**src/rtl/fma_issue_ctrl.sv**
```systemverilog
// fma_issue_ctrl
//   Issue/collect controller for a fixed-latency, never-stalling FMA datapath.
//   Requests are accepted only when a result-buffer slot is already reserved
//   for them (credit = buffer occupancy + ops still in the datapath), so the
//   datapath can run free and every result is guaranteed a landing slot.
//   Results leave in acceptance order through a small circular FIFO.
//
// Ports
//   clk, reset          : clock, synchronous active-high reset
//   in_valid/in_ready   : request handshake; in_op selects FMADD/FMSUB/FNMSUB/FNMADD
//   in_tag, in_a/b/c    : request tag and single-precision operands
//   fma_en              : datapath enable (high whenever not in reset)
//   fma_a/b/c, fma_q    : operands to / result from the a*b+c datapath
//   out_valid/out_ready : result handshake; out_tag/out_result show the FIFO head
//   busy                : any op in the datapath or waiting in the FIFO
//
// fma_issue_ctrl_chk holds the protocol assertions and is instantiated by the top.

module fma_issue_ctrl_chk #(
    parameter int LAT        = 3,
    parameter int FIFO_DEPTH = 5,
    parameter int CW         = 3,
    parameter int IW         = 2
) (
    input logic          clk,
    input logic          reset,
    input logic          push,
    input logic          pop,
    input logic [CW-1:0] count,
    input logic [IW-1:0] inflight
);

    // The buffer must be able to absorb a full datapath plus one entry.
    a_cfg_depth: assert property (@(posedge clk) FIFO_DEPTH >= LAT + 1);

    // The credit rule must make a push into a full buffer impossible.
    a_no_overflow: assert property (@(posedge clk) disable iff (reset)
        !(push && (int'(count) == FIFO_DEPTH)));

    // A pop is only ever issued on a non-empty buffer.
    a_no_underflow: assert property (@(posedge clk) disable iff (reset)
        !(pop && (int'(count) == 0)));

    // Reserved slots never exceed the buffer size.
    a_credit_bound: assert property (@(posedge clk) disable iff (reset)
        (int'(count) + int'(inflight)) <= FIFO_DEPTH);

endmodule

module fma_issue_ctrl #(
    parameter int TAGW       = 8,
    parameter int LAT        = 3,
    parameter int FIFO_DEPTH = 5
) (
    input  logic            clk,
    input  logic            reset,
    input  logic            in_valid,
    output logic            in_ready,
    input  logic [1:0]      in_op,
    input  logic [TAGW-1:0] in_tag,
    input  logic [31:0]     in_a,
    input  logic [31:0]     in_b,
    input  logic [31:0]     in_c,
    output logic            fma_en,
    output logic [31:0]     fma_a,
    output logic [31:0]     fma_b,
    output logic [31:0]     fma_c,
    input  logic [31:0]     fma_q,
    output logic            out_valid,
    input  logic            out_ready,
    output logic [TAGW-1:0] out_tag,
    output logic [31:0]     out_result,
    output logic            busy
);

    localparam int PW = (FIFO_DEPTH > 1) ? $clog2(FIFO_DEPTH) : 1;
    localparam int CW = $clog2(FIFO_DEPTH + 1);
    localparam int IW = $clog2(LAT + 1);
    localparam int SW = ((CW > IW) ? CW : IW) + 1;

    // Negate a single-precision value by flipping its sign bit.
    function automatic logic [31:0] flip_sign(input logic [31:0] x);
        return {~x[31], x[30:0]};
    endfunction

    // Advance a FIFO pointer, wrapping at FIFO_DEPTH (need not be a power of two).
    function automatic logic [PW-1:0] ptr_inc(input logic [PW-1:0] p);
        logic [PW-1:0] nxt;
        if (p == PW'(FIFO_DEPTH - 1)) begin
            nxt = {PW{1'b0}};
        end else begin
            nxt = p + {{(PW-1){1'b0}}, 1'b1};
        end
        return nxt;
    endfunction

    logic                accept_s;
    logic                push_s;
    logic                pop_s;
    logic [SW-1:0]       occupancy_s;
    logic [LAT-1:0]      vld_r;
    logic [TAGW-1:0]     tag_r [LAT];
    logic [IW-1:0]       inflight_r;
    logic [CW-1:0]       count_r;
    logic [PW-1:0]       wr_ptr_r;
    logic [PW-1:0]       rd_ptr_r;
    logic [31:0]         res_mem_r [FIFO_DEPTH];
    logic [TAGW-1:0]     tag_mem_r [FIFO_DEPTH];

    // Credit check uses registered occupancy only, so in_ready has no path
    // from in_valid or out_ready.
    assign occupancy_s = SW'(count_r) + SW'(inflight_r);
    assign in_ready    = ~reset & (occupancy_s < SW'(FIFO_DEPTH));
    assign accept_s    = in_valid & in_ready;
    assign push_s      = vld_r[LAT-1];
    assign pop_s       = out_valid & out_ready;

    assign fma_en      = ~reset;
    assign out_valid   = ~reset & (count_r != {CW{1'b0}});
    assign out_result  = res_mem_r[rd_ptr_r];
    assign out_tag     = tag_mem_r[rd_ptr_r];
    assign busy        = ~reset & ((inflight_r != {IW{1'b0}}) | (count_r != {CW{1'b0}}));

    // Operand steering: sign flips implement the subtract/negate variants on
    // an a*b+c datapath; idle cycles present zeros.
    always_comb begin
        fma_a = 32'h0000_0000;
        fma_b = 32'h0000_0000;
        fma_c = 32'h0000_0000;
        if (accept_s) begin
            case (in_op)
                2'b00: begin
                    fma_a = in_a;
                    fma_b = in_b;
                    fma_c = in_c;
                end
                2'b01: begin
                    fma_a = in_a;
                    fma_b = in_b;
                    fma_c = flip_sign(in_c);
                end
                2'b10: begin
                    fma_a = flip_sign(in_a);
                    fma_b = in_b;
                    fma_c = in_c;
                end
                2'b11: begin
                    fma_a = flip_sign(in_a);
                    fma_b = in_b;
                    fma_c = flip_sign(in_c);
                end
                default: begin
                    fma_a = 32'h0000_0000;
                    fma_b = 32'h0000_0000;
                    fma_c = 32'h0000_0000;
                end
            endcase
        end else begin
            fma_a = 32'h0000_0000;
            fma_b = 32'h0000_0000;
            fma_c = 32'h0000_0000;
        end
    end

    // Valid/tag shadow pipeline tracking the datapath; shifts every cycle.
    always_ff @(posedge clk) begin
        if (reset) begin
            vld_r <= {LAT{1'b0}};
            for (int i = 0; i < LAT; i++) begin
                tag_r[i] <= {TAGW{1'b0}};
            end
        end else begin
            vld_r[0] <= accept_s;
            tag_r[0] <= in_tag;
            for (int i = 1; i < LAT; i++) begin
                vld_r[i] <= vld_r[i-1];
                tag_r[i] <= tag_r[i-1];
            end
        end
    end

    // Occupancy counters and FIFO pointers.
    always_ff @(posedge clk) begin
        if (reset) begin
            inflight_r <= {IW{1'b0}};
            count_r    <= {CW{1'b0}};
            wr_ptr_r   <= {PW{1'b0}};
            rd_ptr_r   <= {PW{1'b0}};
        end else begin
            inflight_r <= inflight_r + IW'(accept_s) - IW'(push_s);
            count_r    <= count_r + CW'(push_s) - CW'(pop_s);
            if (push_s) begin
                wr_ptr_r <= ptr_inc(wr_ptr_r);
            end
            if (pop_s) begin
                rd_ptr_r <= ptr_inc(rd_ptr_r);
            end
        end
    end

    // Result storage; contents are qualified by count_r, so no reset needed.
    always_ff @(posedge clk) begin
        if (push_s) begin
            res_mem_r[wr_ptr_r] <= fma_q;
            tag_mem_r[wr_ptr_r] <= tag_r[LAT-1];
        end
    end

    fma_issue_ctrl_chk #(
        .LAT        (LAT),
        .FIFO_DEPTH (FIFO_DEPTH),
        .CW         (CW),
        .IW         (IW)
    ) u_chk (
        .clk      (clk),
        .reset    (reset),
        .push     (push_s),
        .pop      (pop_s),
        .count    (count_r),
        .inflight (inflight_r)
    );

endmodule

```
**config.mk**
```make
export PLATFORM = sky130hd
export DESIGN_NAME = fma_issue_ctrl
export DESIGN_NICKNAME = d
export VERILOG_FILES = /design/src/rtl/fma_issue_ctrl.sv
export SDC_FILE = /design/constraint.sdc
export NUM_CORES = 1
export LEC_CHECK = 0
export CAP_MARGIN = 20
export CORE_ASPECT_RATIO = 0.5
export CORE_MARGIN = 10
export CORE_UTILIZATION = 38
export DETAILED_ROUTE_END_ITERATION = 7
export GPL_TIMING_DRIVEN = 0
export PLACE_DENSITY = 0.67
export REMOVE_ABC_BUFFERS = 1
export SLEW_MARGIN = 10
export SYNTH_ARGS = -nofsm -noshare
export SYNTH_HDL_FRONTEND = slang
export SYNTH_SLANG_ARGS = --single-unit
```
**constraint.sdc**
```tcl
create_clock -name clk -period 4.8 [get_ports clk]
set_input_delay 0.96 -clock clk [delete_from_list [all_inputs] [get_ports clk]]
set_output_delay 0.96 -clock clk [all_outputs]
set_load 0.02 [all_outputs]
```
==> results of run 1 <==
==> cells in the mapped netlist (2+ instances only) <==
library cell and number:
edfxtp_1 200, and3_1 96, dfxtp_1 41, mux2_2 40, mux4_2 40, clkbuf_1 30, nor2b_1 29, nor2_1 12
ha_1 10, inv_1 10, buf_2 5, xor2_1 5, a21oi_1 4, nor3_1 4, and2_1 3, a21o_1 2
fa_1 2, mux2i_1 2, nand2_1 2, nand2b_1 2, o21ai_0 2
==> metrics by stage <==
step                setup slack (ns)  power, mW
floorplan                    -0.2365      2.970
global placement              -3.055      3.509
detailed placement            0.4915      3.536
CTS                          0.03688      5.166
global route                  0.1948      5.340
finish                        0.3728      5.120
==> sequential cells by signal, summed over array words and instances, names as in the netlist, named ones only <==
| name | cells |
|---|---|
| count_r | 3 |
| inflight_r | 2 |
| rd_ptr_r | 3 |
| res_mem_r | 160 |
| tag_mem_r | 40 |
| tag_r | 24 |
| vld_r | 3 |
| wr_ptr_r | 3 |
==> what timing repair did <==
item | CTS | global route
setup endpoints to repair | 0 | 23
setup buffers | 0 | 3
hold endpoints to repair | 0 | 0
==> cell families (layout without fill, tap and decap cells) <==
logic type / count (synthesis) / after routing / synth area share (%)
XOR/XNOR: 6 / 6 / 0.5473
flip-flops: 241 / 241 / 71.10
multiplexers: 82 / 82 / 14.28
adder cells (fa/ha/maj): 12 / 12 / 1.720
buffers and inverters: 47 / 359 / 2.020
AO/OA/AOI/OAI: 12 / 13 / 0.8731
other: 0 / 4 / 0
AND/OR/NAND/NOR: 151 / 151 / 9.461
==> final timing paths <==
kind | startpoint | end | slack (ns) | cells past startpoint
max | count_r[0] | fma_b[25] | 0.37 | 8
max reg2reg | count_r[0] | inflight_r[0] | 2.12 | 7
min reg2reg | tag_r[0][2] | tag_r[0][10] | 0.44 | 1
min | tag_r[0][2] | tag_r[0][10] | 0.44 | 1
==> report_power, final <==
group	leakage, nW	switching, mW	internal, mW	total (mW)
Combinational	2.47	0.511	0.624	1.13
Sequential	2.15	0.0586	2.30	2.36
Clock	0.338	0.699	0.928	1.63
Total	4.96	1.27	3.85	5.12
==> metal layers <==
| layer | track usage [%] | vias to the layer above |
|---|---|---|
| li1 | - | 2735 |
| met1 | 17.77 | 3012 |
| met2 | 30.75 | 183 |
| met3 | 6.108 | 31 |
| met4 | 4.391 | 0 |
| met5 | 0 | - |
==> cell type report <==
type / count / area [um^2]
inverters: 10 / 37.54
well taps: 344 / 430.4
clock inverters: 13 / 83.83
clock buffers: 27 / 590.6
flip-flops and latches: 241 / 6833
fillers: 1988 / 11240
diodes: 4 / 10.01
multi-input cells: 264 / 2638
repair buffers: 309 / 3176
==> results.md, run 1 <==
- Status: finished, final reports clean
- Area growth syn-to-layout: 43.71%
- Crit Path Max Fanout: 31
- Final instance area: between 10,000 and 15,000 um^2
- Fin util: between 50% and 60%
- RSZ-0062 raised after global routing: false
- Clock Skew: approximately 0.0094 ns
- Worst slew pin tran: 0.8582 ns
- Met1 Wirelength: 10.28 mm
- H-tree levels: 1
- First-pass GRT wire length: between 40 and 50 mm
- Critical path arrival: 3.47 ns
- Cell Count Post-Placement: 1,164
- Gr usage total: between 15 and 20%
- Share of cells above drive strength 1: between 10% and 20%
- Post-synth EDFFs: 200
- Tcrit/Tclk final: 92.23%
- Post-route insts no fill: 1,212
- Pwr Density: 371.1 nW/um^2
- Syn Inst Count: 551
- Leading cell types by total area after synthesis: edfxtp_1, mux4_2, dfxtp_1, and3_1, mux2_2
- Hold WC Path Type: reg2reg
- Yosys top cell area share: 62.55%
- Starting Density: 38.35%
- CP Launch Type: flip-flop
- Met3 routed WL: 2.331 mm
- Drc violations: 0
- Die area: 32,410 um^2
- Number of antenna violations at the first check in global routing: 4
- Fin. max-slew vios: 0
- Cts repair resizes: 0
- Ys Warns: 0
- Tmin final: 4.427 ns
- Sequential share of the synthesized area: 71.10%
- First-pass DRT Iterations: 4
- Clock slew at reported path FFs: 0.06 ns
- Syn avg cell area: between 15 and 20 um^2
- Final hold slack: ~0.44 ns
- IO Count: 282
- Synth Flop Type: edfxtp_1
- Die height: between 100 and 150 um
- Crit-path cells: ha_1 > fa_1 > or2_0 > a221oi_4 > buf_4 > buf_8 > and3_1 > clkdlybuf4s50_1
- Fmax: 225.9 MHz
- FFs w/ async S/R, synth: 0%
- Maximum vdd drop: 0.0001798 V
- Longest Clk Path Bufs: 3
- Port-buffer cells: 281
- Critical path buffers and inverters: 3
- Hold-fix buffer count after cts: 0
- GP Congestion: just over 0.8
- DR WL/cell: 23.24 um
- Grt total ovfl: 0
- Worst-Skew Late Latency: 0.49 ns
- Crit path required time: roughly 3.8 ns
- Cell Rows: 41
- CTS root buf: clkbuf_16
- Iteration-0 DRC Markers: just over 400
- Vias in the first global route: 6,318
- Syn Std Cell Area: 9602 um^2
- Chip width: 244.8 um
- Setup Viol. Count Final: 0
- Routed met2 length: 15.08 mm
- WL final: between 20 and 30 mm
- Synth area leader: edfxtp_1
- Leakage: around 5 nW
- Setup TNS: 0 ns
- Max stage delay cell, worst path: clkdlybuf4s50_1
- Routed vias: roughly 6,000
- Critical path class: reg2out
- Dpl hpwl: 20.67 mm
- Most common cell after layout, fill and taps aside: clkdlybuf4s50_1
- Drt via density: 4.918
- CTS Sinks: 241
- MaxCap Viol Count: 0
- Post-route ant nets: 0
- Placed cell area: between 10,000 and 15,000 um^2
- Crit. End Element: primary output
- Delay-heaviest family, CP: buffers and inverters
- CTS tree: done
- Layout Nets: 1,003
- Core area: 25,030 um^2
- Largest stage delay on the critical path: 0.68 ns
- Slew HR: 42.47%
- Most frequent cells in the layout: clkdlybuf4s50_1, edfxtp_1, and3_1
- Highest routed layer: met4
- Num CTS Buffers: 23
- Final hold viol count: 0
- Synth cell types: 31
- Pin count of the biggest net entering global routing: 56
- Post-synthesis register bit count: about 240
Power figures use the tool's default switching activity.
==> inputs of run 2 (changes only) <==
- CORE_ASPECT_RATIO: 0.5 -> 0.75
- clock period: 4.8 -> 4.4 ns (I/O delays scaled with it)
==> results.md, run 2 (synthesis results as in run 1) <==
- Final hold viol count: 0 (unchanged)
- Pwr Density: 415.9 nW/um^2 (+12%)
- Chip width: 203.6 um (-17%)
- Grt total ovfl: 0 (unchanged)
- Iteration-0 DRC Markers: 386 (-5.9%)
- Setup Viol. Count Final: 0 (unchanged)
- IO Count: 282 (unchanged)
- Max stage delay cell, worst path: clkdlybuf4s50_1
- Maximum vdd drop: 0.0002242 V (+25%)
- Num CTS Buffers: 25 (+8.7%)
- CTS Sinks: 241 (unchanged)
- Crit. End Element: primary output
- Port-buffer cells: 281 (unchanged)
- Drt via density: 4.934 (+0.32%)
- Layout Nets: 1,005 (+0.20%)
- Final instance area: 13,930 um^2 (+0.99%)
- First-pass DRT Iterations: 5 (+1)
- CTS root buf: clkbuf_16
- Critical path buffers and inverters: 3 (unchanged)
- Leakage: 5.127 nW (+3.4%)
- Delay-heaviest family, CP: buffers and inverters
- Fmax: between 200 and 250 MHz
- Crit path required time: 3.52 ns (-0.32 ns)
- Core area: 24,900 um^2 (-0.54%)
- Placed cell area: 13,090 um^2 (about the same)
- H-tree levels: 1 (unchanged)
- Hold WC Path Type: reg2reg
- Starting Density: 38.56% (+0.21 points)
- Most frequent cells in the layout: clkdlybuf4s50_1, edfxtp_1, and3_1
- Clock slew at reported path FFs: 0.06 ns (about the same)
- CTS tree: done
- Status: finished, final reports clean
- Routed vias: 5,985 (+0.40%)
- WL final: 28.99 mm (+2.9%)
- Die height: 157.7 um (+19%)
- MaxCap Viol Count: 0 (unchanged)
- GP Congestion: 0.8406 (+1.5%)
- Top flop regs: res_mem_r (160), tag_mem_r (40), tag_r (24)
- Tcrit/Tclk final: 97.71%
- Post-route ant nets: 0 (unchanged)
- Worst Slack Setup Final: 0.1006 ns (-0.2722 ns)
- Drc violations: 0 (unchanged)
- Crit-path cells: ha_1 > fa_1 > or2_0 > a221oi_4 > buf_4 > buf_8 > and3_1 > clkdlybuf4s50_1
- Cell Count Post-Placement: 1,158 (-0.52%)
- DR WL/cell: 23.90 um (+2.8%)
- Slew HR: 42.19% (-0.28 points)
- Gr usage total: 17.90% (+1.2 points)
- Critical path class: reg2out
- Crit Path Max Fanout: 34 (+9.7%)
- Dpl hpwl: 21.98 mm (+6.3%)
- Setup WS pre-CTS: 0.3168 ns (-0.1747 ns)
- Area growth syn-to-layout: 45.13%
- First-pass GRT wire length: 42.68 mm (+2.8%)
- CP Launch Type: flip-flop
- Share of cells above drive strength 1: 17.99% (+0.40 points)
- Die area: 32,090 um^2 (-0.99%)
- Worst slew pin tran: 0.8650 ns (+0.006832 ns)
- Flip-flop count of the largest register after layout: 160 (unchanged)
- Fin. max-slew vios: 0 (unchanged)
- Largest stage delay on the critical path: 0.62 ns (-0.06 ns)
- Critical path arrival: 3.42 ns (-0.05 ns)
- Vias in the first global route: 6,407 (+1.4%)
- Largest Register: res_mem_r
- Number of antenna violations at the first check in global routing: 13 (+9)
- RSZ-0062 raised after global routing: true
- Most common cell after layout, fill and taps aside: clkdlybuf4s50_1
- Post-route insts no fill: 1,213 (+0.083%)
- Pin count of the biggest net entering global routing: 66 (+18%)
- Cell Rows: 50 (+22%)
- Longest Clk Path Bufs: 3 (unchanged)
- Worst-Skew Late Latency: 0.51 ns (+0.02 ns)
- Clock Skew: 0.01142 ns (+0.002068 ns)
- Tmin final: 4.299 ns
## run 2: final timing paths
check / from / endpoint / slack [ns] / cells after the start
worst max-delay path: count_r[0] / fma_a[12] / 0.10 / 8
worst min-delay path: tag_r[0][9] / tag_r[0][17] / 0.43 / 1
worst max register to register: count_r[0] / inflight_r[0] / 1.69 / 7
worst min register to register: tag_r[0][9] / tag_r[0][17] / 0.43 / 1
## run 2: power by group
part	internal, mW	switching [mW]	total (mW)	leakage [nW]
registers	2.51	0.0759	2.58	2.15
logic	0.681	0.535	1.22	2.60
clock network	1.16	0.830	1.99	0.382
## run 2: worst reg2reg max path: cells and delay by family (launching register included)
kind / cells / cell delay (ns)
adders and majority gates: 3 / 0.85
AOI/OAI and AO/OA: 1 / 0.67
and+or+nand+nor: 3 / 0.66
DFF: 1 / 0.39
## run 2: per-stage QoR
| stage | setup TNS (ns) | hold WS (ns) | power, mW | utilization (%) |
|---|---|---|---|---|
| global route | -0.04006 | 0.4545 | 6.053 | 55.94 |
| CTS | 0 | 0.4314 | 5.870 | 55.75 |
| finish | 0 | 0.4308 | 5.796 | 55.96 |
| global placement | -593.72 | 0.4170 | 3.817 | 50.93 |
| detailed placement | 0 | 0.4223 | 3.845 | 52.57 |
| floorplan | -50.04 | 0.4138 | 3.240 | - |
## run 2: repair_timing
item,CTS,global route
hold buffers,0,0
gates cloned,1,0
pin swaps,1,1
endpoints found under the setup margin,78,37
hold endpoints to repair,0,0
buffers inserted,1,2
gates resized for setup,0,7
## run 2: area by class of cell
type,instances,area [um^2]
clock inverter,13,126.4
tap,338,422.9
timing repair buffer,309,3213
clock buffer,30,644.4
antenna,8,20.02
inverter,10,37.54
sequential,241,6833
multi-input combinational,264,2638
fill,2054,10960
## run 2: layer usage
| layer | part of all wire [%] | vias up | GRT usage (%) |
|---|---|---|---|
| met3 | 8.9 | 39 | 6.618 |
| met4 | 2.6 | 0 | 5.563 |
| li1 | - | 2748 | - |
| met5 | 0 | - | 0 |
| met1 | 36 | 2964 | 18.99 |
| met2 | 52 | 234 | 32.56 |
==> inputs of run 3 (changes only) <==
- ABC_AREA: default -> 1
- ABC_CLOCK_PERIOD_IN_PS: default -> 4400
==> results.md, run 3 <==
- Status: finished, final reports clean
- Tmin final: 4.172 ns (-0.1277 ns)
- Worst slew pin tran: 0.8071 ns (-0.05792 ns)
- Critical path class: reg2out
- Final hold viol count: 0 (unchanged)
- Max stage delay cell, worst path: clkdlybuf4s50_1
- Die area: 33,740 um^2 (+5.1%)
- Syn Inst Count: 1,031 (+87%)
- Critical path arrival: 3.29 ns (-0.13 ns)
- Final hold slack: 0.3985 ns (-0.03237 ns)
- CTS root buf: clkbuf_16
- Post-route ant nets: 0 (unchanged)
- Cell Rows: 51 (+2.0%)
- Syn avg cell area: 9.854 um^2 (-43%)
- Clock Skew: 0.008280 ns (-0.003144 ns)
- Fin. max-slew vios: 0 (unchanged)
- Worst-Skew Late Latency: 0.51 ns (about the same)
- DR WL/cell: 17.28 um (-28%)
- FFs w/ async S/R, synth: 0% (unchanged)
- Largest Register: res_mem_r
- Post-synth EDFFs: 200 (unchanged)
- Crit Path Max Fanout: 59 (+74%)
- Synth cell types: 23 (-26%)
- Layout fillers: 2,200 (+7.1%)
- Starting Density: 38.83% (+0.27 points)
- Most frequent cell after synthesis: nor2_1
- CTS tree: done
- Synth area leader: edfxtp_1
- Die height: 161.6 um (+2.5%)
- Longest Clk Path Bufs: 3 (unchanged)
- Iteration-0 DRC Markers: 375 (-2.8%)
- Yosys top cell area share: 59.11% (-3.4 points)
- Gr usage total: 16.48% (-1.4 points)
- Final instance area: 14,380 um^2 (+3.2%)
- WL final: 28.86 mm (-0.42%)
- Synth Flop Type: edfxtp_1
- Num CTS Buffers: 24 (-4.0%)
- CP Launch Type: flip-flop
- Share of cells above drive strength 1: 6.717% (-11 points)
- RSZ-0062 raised after global routing: false
- Port-buffer cells: 281 (unchanged)
- Top post-synthesis cells by count: nor2_1, edfxtp_1, nand2_1, inv_1, o21ai_0
- First-pass GRT wire length: 44.32 mm (+3.8%)
- Most frequent cells in the layout: nor2_1, clkdlybuf4s50_1, edfxtp_1
- Crit. End Element: primary output
- Pin count of the biggest net entering global routing: 81 (+23%)
- Multi-input logic area: 2626 um^2 (-0.43%)
- Dpl hpwl: 20.15 mm (-8.4%)
- Hold WC Path Type: reg2reg
- Largest stage delay on the critical path: 0.69 ns (+0.07 ns)
- IO Count: 282 (unchanged)
- Leading cell types by total area after synthesis: edfxtp_1, nor2_1, dfxtp_1, nand2_1, inv_1
- First-pass DRT Iterations: 5 (unchanged)
- Setup Viol. Count Final: 0 (unchanged)
- Syn Std Cell Area: 10,160 um^2 (+5.8%)
- Slew HR: 46.19% (+4.0 points)
- Area growth syn-to-layout: 41.53%
- Top flop regs: res_mem_r (160), tag_mem_r (40), tag_r (24)
- Most common cell on crit path: nor2_1
- Sequential share of the synthesized area: 67.19% (-3.9 points)
- Crit path required time: 3.52 ns (about the same)
- Ys Warns: 0 (unchanged)
- Placed cell area: 13,540 um^2 (+3.4%)
- Routed vias: 7,441 (+24%)
- Crit-path cells: ha_1 > fa_1 > nor2_1 > nor2_1 > nand2_1 > nand3_4 > buf_16 > nor2_1 > clkdlybuf4s50_1
- Clock slew at reported path FFs: 0.06 ns (about the same)
- H-tree levels: 1 (unchanged)
- Tcrit/Tclk final: 94.81% (-2.9 points)
- Drt via density: 4.456 (-9.7%)
- Vias in the first global route: 7,480 (+17%)
- Reg2Reg Depth: 11 (+4)
- MaxCap Viol Count: 0 (unchanged)
- Layout Nets: 1,461 (+45%)
- Drc violations: 0 (unchanged)
- Number of antenna violations at the first check in global routing: 1 (-12)
- Leakage: 5.824 nW (+14%)
- Post CTS Setup Buffer Count: 0 (-1)
- GP Congestion: 0.7663 (-8.8%)
- Sequential Area: 6833 um^2 (unchanged)
- Core area: 26,160 um^2 (+5.1%)
- CTS Sinks: 241 (unchanged)
- Maximum vdd drop: 0.0002619 V (+17%)
- Flip-flop count of the largest register after layout: 160 (unchanged)
- Post-synthesis register bit count: 241 (unchanged)
- Grt total ovfl: 0 (unchanged)
- Fmax: 239.7 MHz (+3.1%)
- Hold Crit Depth: 2 (+1)
- Pwr Density: 430.8 nW/um^2 (+3.6%)
- Chip width: 208.8 um (+2.6%)
==> run 3: area by class of cell <==
cell class / count / share of cell area (%)
clock buffers: 34 / 4.864
flip-flops and latches: 241 / 47.52
multi-input cells: 599 / 18.26
clock inverters: 10 / 0.8441
inverters: 143 / 3.750
repair buffers: 298 / 21.75
diodes: 1 / 0.01740
well taps: 344 / 2.993
==> run 3: power by group <==
group	total (mW)	internal, mW	leakage (nW)	switching [mW]
sequential	2.56	2.51	2.15	0.0520
clock	2.10	1.28	0.405	0.819
combinational	1.54	0.653	3.27	0.884
total	6.19	4.44	5.82	1.75
==> run 3: cell families after synthesis <==
kind of cell / synth area share, %
xor gates and xnor gates: 0.4310
adders and majority gates: 1.626
buffers and inverters: 7.599
AOI/OAI and AO/OA: 4.409
and+or+nand+nor: 18.74
DFF: 67.19
==> run 3: stage by stage <==
stage	setup TNS [ns]	power (mW)	utilization, %	setup slack (ns)	cells
final	0	6.195	54.96	0.2283	1670
after global routing	0	6.510	54.96	0.03050	1670
after CTS	0	6.266	54.96	0.1122	1669
after detailed placement	-21.74	4.156	51.75	-0.5089	1623
after global placement	-287.40	4.116	50.33	-1.934	1606
after floorplan	0	3.372	-	0.5248	981
==> run 3: worst paths after layout <==
| kind | start | to | slack [ns] |
|---|---|---|---|
| worst max register to register | inflight_r[0] | inflight_r[1] | 1.83 |
| worst min-delay path | tag_r[0][12] | tag_r[0][20] | 0.40 |
| worst min register to register | tag_r[0][12] | tag_r[0][20] | 0.40 |
| worst max-delay path | inflight_r[0] | fma_c[18] | 0.23 |
==> run 3: per-layer routing <==
| metal | global-route usage [%] | up-vias | wire, um |
|---|---|---|---|
| met5 | 0 | - | 0 |
| met1 | 20.97 | 3413 | 12560 |
| met4 | 2.969 | 0 | 410 |
| li1 | - | 3803 | - |
| met3 | 5.280 | 31 | 2175 |
| met2 | 27.13 | 194 | 13720 |
==> run 3: critical path, delay by kind of cell, from the launching register on <==
kind	cells	cell delay, ns
flops	1	0.33
fa+ha+maj	2	0.67
simple gates	5	0.81
buf+inv	2	0.96
==> run 3: timing repair <==
action	in CTS	in global routing
endpoints found under the setup margin	96	1
gates resized for setup	2	2
cloned	2	0
hold buffers	0	0
pin swaps	1	0
